===== src/rtl/elgamal_enc_ctrl.sv =====
// ElGamal encryption sequencer: c1 = g^k mod p, c2 = m*(y^k mod p) mod p using one
// shared mod_exp engine and one modular multiplier, each reset before every use.
module elgamal_enc_ctrl #(
  parameter int SIZE    = 64,
  parameter int TIMEOUT = 1 << 20,
  parameter int RST_LEN = 2
) (
  input  logic            clk,
  input  logic            rst,
  input  logic [SIZE-1:0] req_g,
  input  logic [SIZE-1:0] req_y,
  input  logic [SIZE-1:0] req_k,
  input  logic [SIZE-1:0] req_m,
  input  logic [SIZE-1:0] req_p,
  input  logic            req_tvalid,
  output logic            req_tready,
  output logic            exp_rst,
  output logic [SIZE-1:0] exp_base,
  output logic [SIZE-1:0] exp_power,
  output logic [SIZE-1:0] exp_modulus,
  output logic            exp_in_tvalid,
  input  logic            exp_in_tready,
  input  logic [SIZE-1:0] exp_out_tdata,
  input  logic            exp_out_tvalid,
  output logic            exp_out_tready,
  output logic            mul_rst,
  output logic [SIZE-1:0] mul_a,
  output logic [SIZE-1:0] mul_b,
  output logic [SIZE-1:0] mul_mod,
  output logic            mul_in_tvalid,
  input  logic [SIZE-1:0] mul_out_tdata,
  input  logic            mul_out_tvalid,
  output logic            mul_out_tready,
  output logic [SIZE-1:0] c1_tdata,
  output logic [SIZE-1:0] c2_tdata,
  output logic            out_tvalid,
  input  logic            out_tready,
  output logic            err,
  output logic            busy
);
  typedef enum logic [3:0] {
    S_IDLE, S_CHECK, S_E1_RST, S_E1_REQ, S_E1_WAIT, S_E2_RST, S_E2_REQ, S_E2_WAIT,
    S_M_RST, S_M_REQ, S_M_WAIT, S_OUT
  } state_e;

  localparam int RW = (RST_LEN < 2) ? 1 : $clog2(RST_LEN + 1);
  localparam logic [20:0] TO_LAST = 21'(TIMEOUT - 1);

  state_e          state_q, state_d;
  logic [RW-1:0]   rcnt_q, rcnt_d, acnt_q, acnt_d;
  logic [20:0]     tcnt_q, tcnt_d;
  logic [SIZE-1:0] g_q, y_q, k_q, m_q, p_q, g_d, y_d, k_d, m_d, p_d;
  logic [SIZE-1:0] s_q, s_d, c1_q, c1_d, c2_q, c2_d, base_q;
  logic            err_q, err_d, abort, bad, timed_out;
  logic            exp_rst_q, mul_rst_q, exp_vld_q, exp_rdy_q, mul_vld_q, mul_rdy_q;
  logic            out_vld_q, req_rdy_q, busy_q;

  always_comb begin
    state_d = state_q;
    rcnt_d  = rcnt_q;
    tcnt_d  = tcnt_q;
    acnt_d  = (acnt_q != '0) ? acnt_q - RW'(1) : '0;
    g_d = g_q; y_d = y_q; k_d = k_q; m_d = m_q; p_d = p_q;
    s_d = s_q; c1_d = c1_q; c2_d = c2_q; err_d = err_q;
    abort     = 1'b0;
    bad       = (p_q < SIZE'(2)) || (m_q >= p_q) || (g_q >= p_q) || (y_q >= p_q);
    timed_out = (tcnt_q >= TO_LAST);
    if (state_q inside {S_E1_REQ, S_E1_WAIT, S_E2_REQ, S_E2_WAIT, S_M_REQ, S_M_WAIT})
      tcnt_d = tcnt_q + 21'd1;
    unique case (state_q)
      S_IDLE: if (req_tvalid) begin
        g_d = req_g; y_d = req_y; k_d = req_k; m_d = req_m; p_d = req_p;
        state_d = S_CHECK;
      end
      S_CHECK: if (bad) begin
        c1_d = '0; c2_d = '0; err_d = 1'b1; state_d = S_OUT;
      end else begin
        err_d = 1'b0; rcnt_d = RW'(RST_LEN - 1); state_d = S_E1_RST;
      end
      S_E1_RST, S_E2_RST, S_M_RST: begin
        if (rcnt_q != '0) rcnt_d = rcnt_q - RW'(1);
        else begin
          tcnt_d  = '0;
          state_d = (state_q == S_E1_RST) ? S_E1_REQ :
                    (state_q == S_E2_RST) ? S_E2_REQ : S_M_REQ;
        end
      end
      S_E1_REQ, S_E2_REQ: begin
        if (exp_in_tready) state_d = (state_q == S_E1_REQ) ? S_E1_WAIT : S_E2_WAIT;
        else if (timed_out) abort = 1'b1;
      end
      S_E1_WAIT: if (exp_out_tvalid) begin
        c1_d = exp_out_tdata; rcnt_d = RW'(RST_LEN - 1); state_d = S_E2_RST;
      end else if (timed_out) abort = 1'b1;
      S_E2_WAIT: if (exp_out_tvalid) begin
        s_d = exp_out_tdata; rcnt_d = RW'(RST_LEN - 1); state_d = S_M_RST;
      end else if (timed_out) abort = 1'b1;
      // The multiplier has no input ready; it takes its operands in the single valid cycle.
      S_M_REQ: state_d = S_M_WAIT;
      S_M_WAIT: if (mul_out_tvalid) begin
        c2_d = mul_out_tdata; state_d = S_OUT;
      end else if (timed_out) abort = 1'b1;
      S_OUT: if (out_tready) state_d = S_IDLE;
      default: state_d = S_IDLE;
    endcase
    if (abort) begin
      c1_d = '0; c2_d = '0; err_d = 1'b1; acnt_d = RW'(RST_LEN); state_d = S_OUT;
    end
  end

  always_ff @(posedge clk) begin
    if (rst) begin
      state_q <= S_IDLE;
      rcnt_q <= '0; acnt_q <= '0; tcnt_q <= '0;
      g_q <= '0; y_q <= '0; k_q <= '0; m_q <= '0; p_q <= '0;
      s_q <= '0; c1_q <= '0; c2_q <= '0; err_q <= 1'b0; base_q <= '0;
      exp_rst_q <= 1'b0; mul_rst_q <= 1'b0;
      exp_vld_q <= 1'b0; exp_rdy_q <= 1'b0; mul_vld_q <= 1'b0; mul_rdy_q <= 1'b0;
      out_vld_q <= 1'b0; req_rdy_q <= 1'b1; busy_q <= 1'b0;
    end else begin
      state_q <= state_d;
      rcnt_q <= rcnt_d; acnt_q <= acnt_d; tcnt_q <= tcnt_d;
      g_q <= g_d; y_q <= y_d; k_q <= k_d; m_q <= m_d; p_q <= p_d;
      s_q <= s_d; c1_q <= c1_d; c2_q <= c2_d; err_q <= err_d;
      base_q    <= (state_d inside {S_E2_RST, S_E2_REQ, S_E2_WAIT}) ? y_d : g_d;
      exp_rst_q <= (state_d inside {S_E1_RST, S_E2_RST}) || (acnt_d != '0);
      mul_rst_q <= (state_d == S_M_RST) || (acnt_d != '0);
      exp_vld_q <= state_d inside {S_E1_REQ, S_E2_REQ};
      exp_rdy_q <= state_d inside {S_E1_WAIT, S_E2_WAIT};
      mul_vld_q <= (state_d == S_M_REQ);
      mul_rdy_q <= (state_d == S_M_WAIT);
      out_vld_q <= (state_d == S_OUT);
      req_rdy_q <= (state_d == S_IDLE);
      busy_q    <= (state_d != S_IDLE);
    end
  end

  assign req_tready     = req_rdy_q;
  assign busy           = busy_q;
  assign exp_rst        = rst | exp_rst_q;
  assign mul_rst        = rst | mul_rst_q;
  assign exp_base       = base_q;
  assign exp_power      = k_q;
  assign exp_modulus    = p_q;
  assign exp_in_tvalid  = exp_vld_q;
  assign exp_out_tready = exp_rdy_q;
  assign mul_a          = m_q;
  assign mul_b          = s_q;
  assign mul_mod        = p_q;
  assign mul_in_tvalid  = mul_vld_q;
  assign mul_out_tready = mul_rdy_q;
  assign c1_tdata       = c1_q;
  assign c2_tdata       = c2_q;
  assign err            = err_q;
  assign out_tvalid     = out_vld_q;
endmodule


===== config.mk =====
export PLATFORM = sky130hd
export DESIGN_NAME = elgamal_enc_ctrl
export DESIGN_NICKNAME = d
export VERILOG_FILES = /design/src/rtl/elgamal_enc_ctrl.sv
export SDC_FILE = /design/constraint.sdc
export NUM_CORES = 1
export LEC_CHECK = 0
export CAP_MARGIN = 20
export CORE_AREA = 2 2 385 387
export DETAILED_ROUTE_END_ITERATION = 8
export DIE_AREA = 0 0 387 389
export PLACE_DENSITY = 0.49
export SKIP_LAST_GASP = 1
export SLEW_MARGIN = 20
export SYNTH_ARGS = -nofsm -noshare
export SYNTH_HDL_FRONTEND = slang
export SYNTH_SLANG_ARGS = --single-unit

===== constraint.sdc =====
create_clock -name clk -period 5.7 [get_ports clk]
set_input_delay 1.14 -clock clk [delete_from_list [all_inputs] [get_ports clk]]
set_output_delay 1.14 -clock clk [all_outputs]
set_load 0.02 [all_outputs]

==> reports/metrics.csv <==
metric,value,unit
core area,147000,sq um
CP startpoint,exp_modulus[63],
pwr/cell area,435,nW/um^2
leading cell types by total area after synthesis,"dfxtp_1 (44%), nand2_1 (9.6%), ha_1 (8.8%), a21oi_1 (7.3%), mux2i_1 (4.7%)",
WL/cell,23.6,um
Worst Setup Path Type,flop to flop,
Critical R2R Launch,exp_modulus[63],
Yosys Warn Count,0,
post-synthesis sequential area ratio,44.4,%
Hold Crit Class,flop to flop,
asr flop ratio synth,0,%
DRT Pass-1 Iters,5,
worst hold start,acnt_q[0],
layout cells sized above 1,6.13,%
most frequent cell after synthesis,nand2_1,
CTS root buf,clkbuf_16,
"Setup Fix Bufs, Post-CTS",0,
CTS sink count,615,
initial antenna violation count,48,
Synth Flop Type,dfxtp_1,
via density per instance,4.42,
I/O pins,977,
Tot GR Track Use,18.2,%
Setup TNS,0,ns
"CTS clk-pin slew, worst paths",0.06,ns
CP endpoint kind,flop,
Chip Height,389,um
ANT nets after route,0,
first-pass GRT wire length,199000,um
peak supply drop,0.217,mV
buffers added on ports,976,
fin util,28.5,%
CTS buffer count,81,
crit path max fanout,48,
Resized Gates After CTS,0,
Synth Instances,3204,
count of final max-slew check failures,0,
Crit path max-delay family,simple AND/OR/NAND/NOR gates,
Synth cell types,60,
Leak,15.4,nW
status,"complete, no violations",
Mapped Nets,3853,
fin nets,4679,
crit start category,flop,
Worst Path Buf+Inv,2,
H-tree levels,3,
RSZ-0062 raised after global routing,false,
Post-synth top cells,"nand2_1 (709), dfxtp_1 (615), a21oi_1 (402)",
Rows,141,
final WL,143000,um
period utilisation layout,86.9,%
# Max-Cap Violations,0,
met3 Track Usage GR,6.72,%
"slowest stage delay, CP",0.78,ns
actual slew at the worst max-slew pin,1.22,ns
Horiz. Die Dim,387,um
# DRC,0,
Yosys top cell by area,dfxtp_1,
vias in the first global route,26242,
gpl congestion,0.877,
Final Setup Violations,0,
max frequency,202,MHz
critical-path cell list,"inv_1, ha_1, nand4_1, nor4bb_1, nand2_1, nor4_1, a221oi_1, and3_1, a21boi_4, buf_4, nor3_1",
CTS hold repair buffers,0,
post-layout min period,4.95,ns
Mapped Avg Cell Area,8.65,sq um
slowest cell on the critical path,nor4bb_1,
Iter 0 DRT Violations,1483,
pin count of the biggest net entering global routing,164,
Final Hold Vio Count,0,
met1 usage,21.0,%
maximum root-to-sink buffer count,3,
synthesized cell area,27700,sq um
die area,151000,sq um
GRT Residual Overflow,0,
grt peak-use layer,met2,
via count,26714,
max_slew headroom,18.6,%
worst skew pair latency,0.71,ns
area grow syn2layout,50.7,%
post-synth top area share,44.4,%
number of synthesized register bits,615,
Setup Skew,0.0700,ns
post-DP HPWL,111000,um
Critical Path RT,6.24,ns
Critical Path AT,5.49,ns
TritonCTS clock tree,yes,
"EDFF count, synth",0,
routing usage on met2,31.2,%
initial core utilization,18.9,%
## registers in the layout (all words and copies together) (netlist names), 2 cells and up
name / count
acnt_q: 2
g_q: 64
mul_b: 64
rcnt_q: 2
state_q: 4
mul_a: 64
y_q: 64
exp_power: 64
exp_modulus: 64
c2_tdata: 64
c1_tdata: 64
exp_base: 64
tcnt_q: 21
## placed cells by master (no fill, tap or decap), drive strengths merged, types with 15 or more instances in the layout
cell	n
nor4	23
nand2	709
a32oi	65
and3b	65
nor2	112
ha	194
a21oi	403
inv	92
nand3	93
o21ai	96
nor3	80
and4	15
clkbuf	106
nand4	40
dfxtp	615
diode	18
clkdlybuf4s50	975
a211oi	71
clkinv	19
buf	45
mux2i	131
## kinds of logic after synthesis
| kind of cell | synth area share (%) |
|---|---|
| adder cells (fa/ha/maj) | 8.76 |
| flip-flops | 44.4 |
| XOR/XNOR | 0.632 |
| buffers and inverters | 6.22 |
| AO/OA/AOI/OAI | 15.8 |
| AND/OR/NAND/NOR | 19.4 |
| multiplexers | 4.77 |
## metrics by stage
stage | worst slack, ns | hold WS (ns) | power (mW) | std cells | area [sq um]
floorplan | 2.54 | 0.396 | 9.55 | 3204 | 27700
global placement | 0.388 | 0.404 | 13.0 | 5877 | 39000
finish | 0.748 | 0.424 | 18.2 | 6041 | 41800
detailed placement | 0.534 | 0.416 | 13.1 | 5877 | 39000
CTS | 0.538 | 0.425 | 18.5 | 6023 | 41700
global route | 0.232 | 0.448 | 19.3 | 6040 | 41800
## layer usage
metal / routed length [um] / part of all wire (%)
met1: 57400 / 40
met2: 70300 / 49
met3: 11800 / 8.3
met4: 3350 / 2.3
met5: 46 / 0.032
## cell type report
type | instances | area (sq um)
clock inverter | 40 | 536
inverter | 83 | 312
timing repair buffer | 1020 | 10200
antenna | 18 | 45.0
sequential | 615 | 12300
multi-input combinational | 2229 | 13800
clock buffer | 106 | 2200
tap | 1930 | 2410
fill | 15570 | 105000
## worst paths after layout
kind / endpoint / slack [ns] / cells after the start
max: c1_tdata[13] / 0.75 / 11
min: acnt_q[0] / 0.42 / 1
max reg2reg: c1_tdata[13] / 0.75 / 11
min reg2reg: acnt_q[0] / 0.42 / 1
## where the power goes
group / switching [mW] / internal, mW / total [mW]
registers: 0.645 / 4.96 / 5.60
logic: 4.43 / 2.79 / 7.22
clock network: 2.25 / 3.09 / 5.34
total: 7.33 / 10.8 / 18.2
No activity file was read; power rests on OpenSTA's default activity.
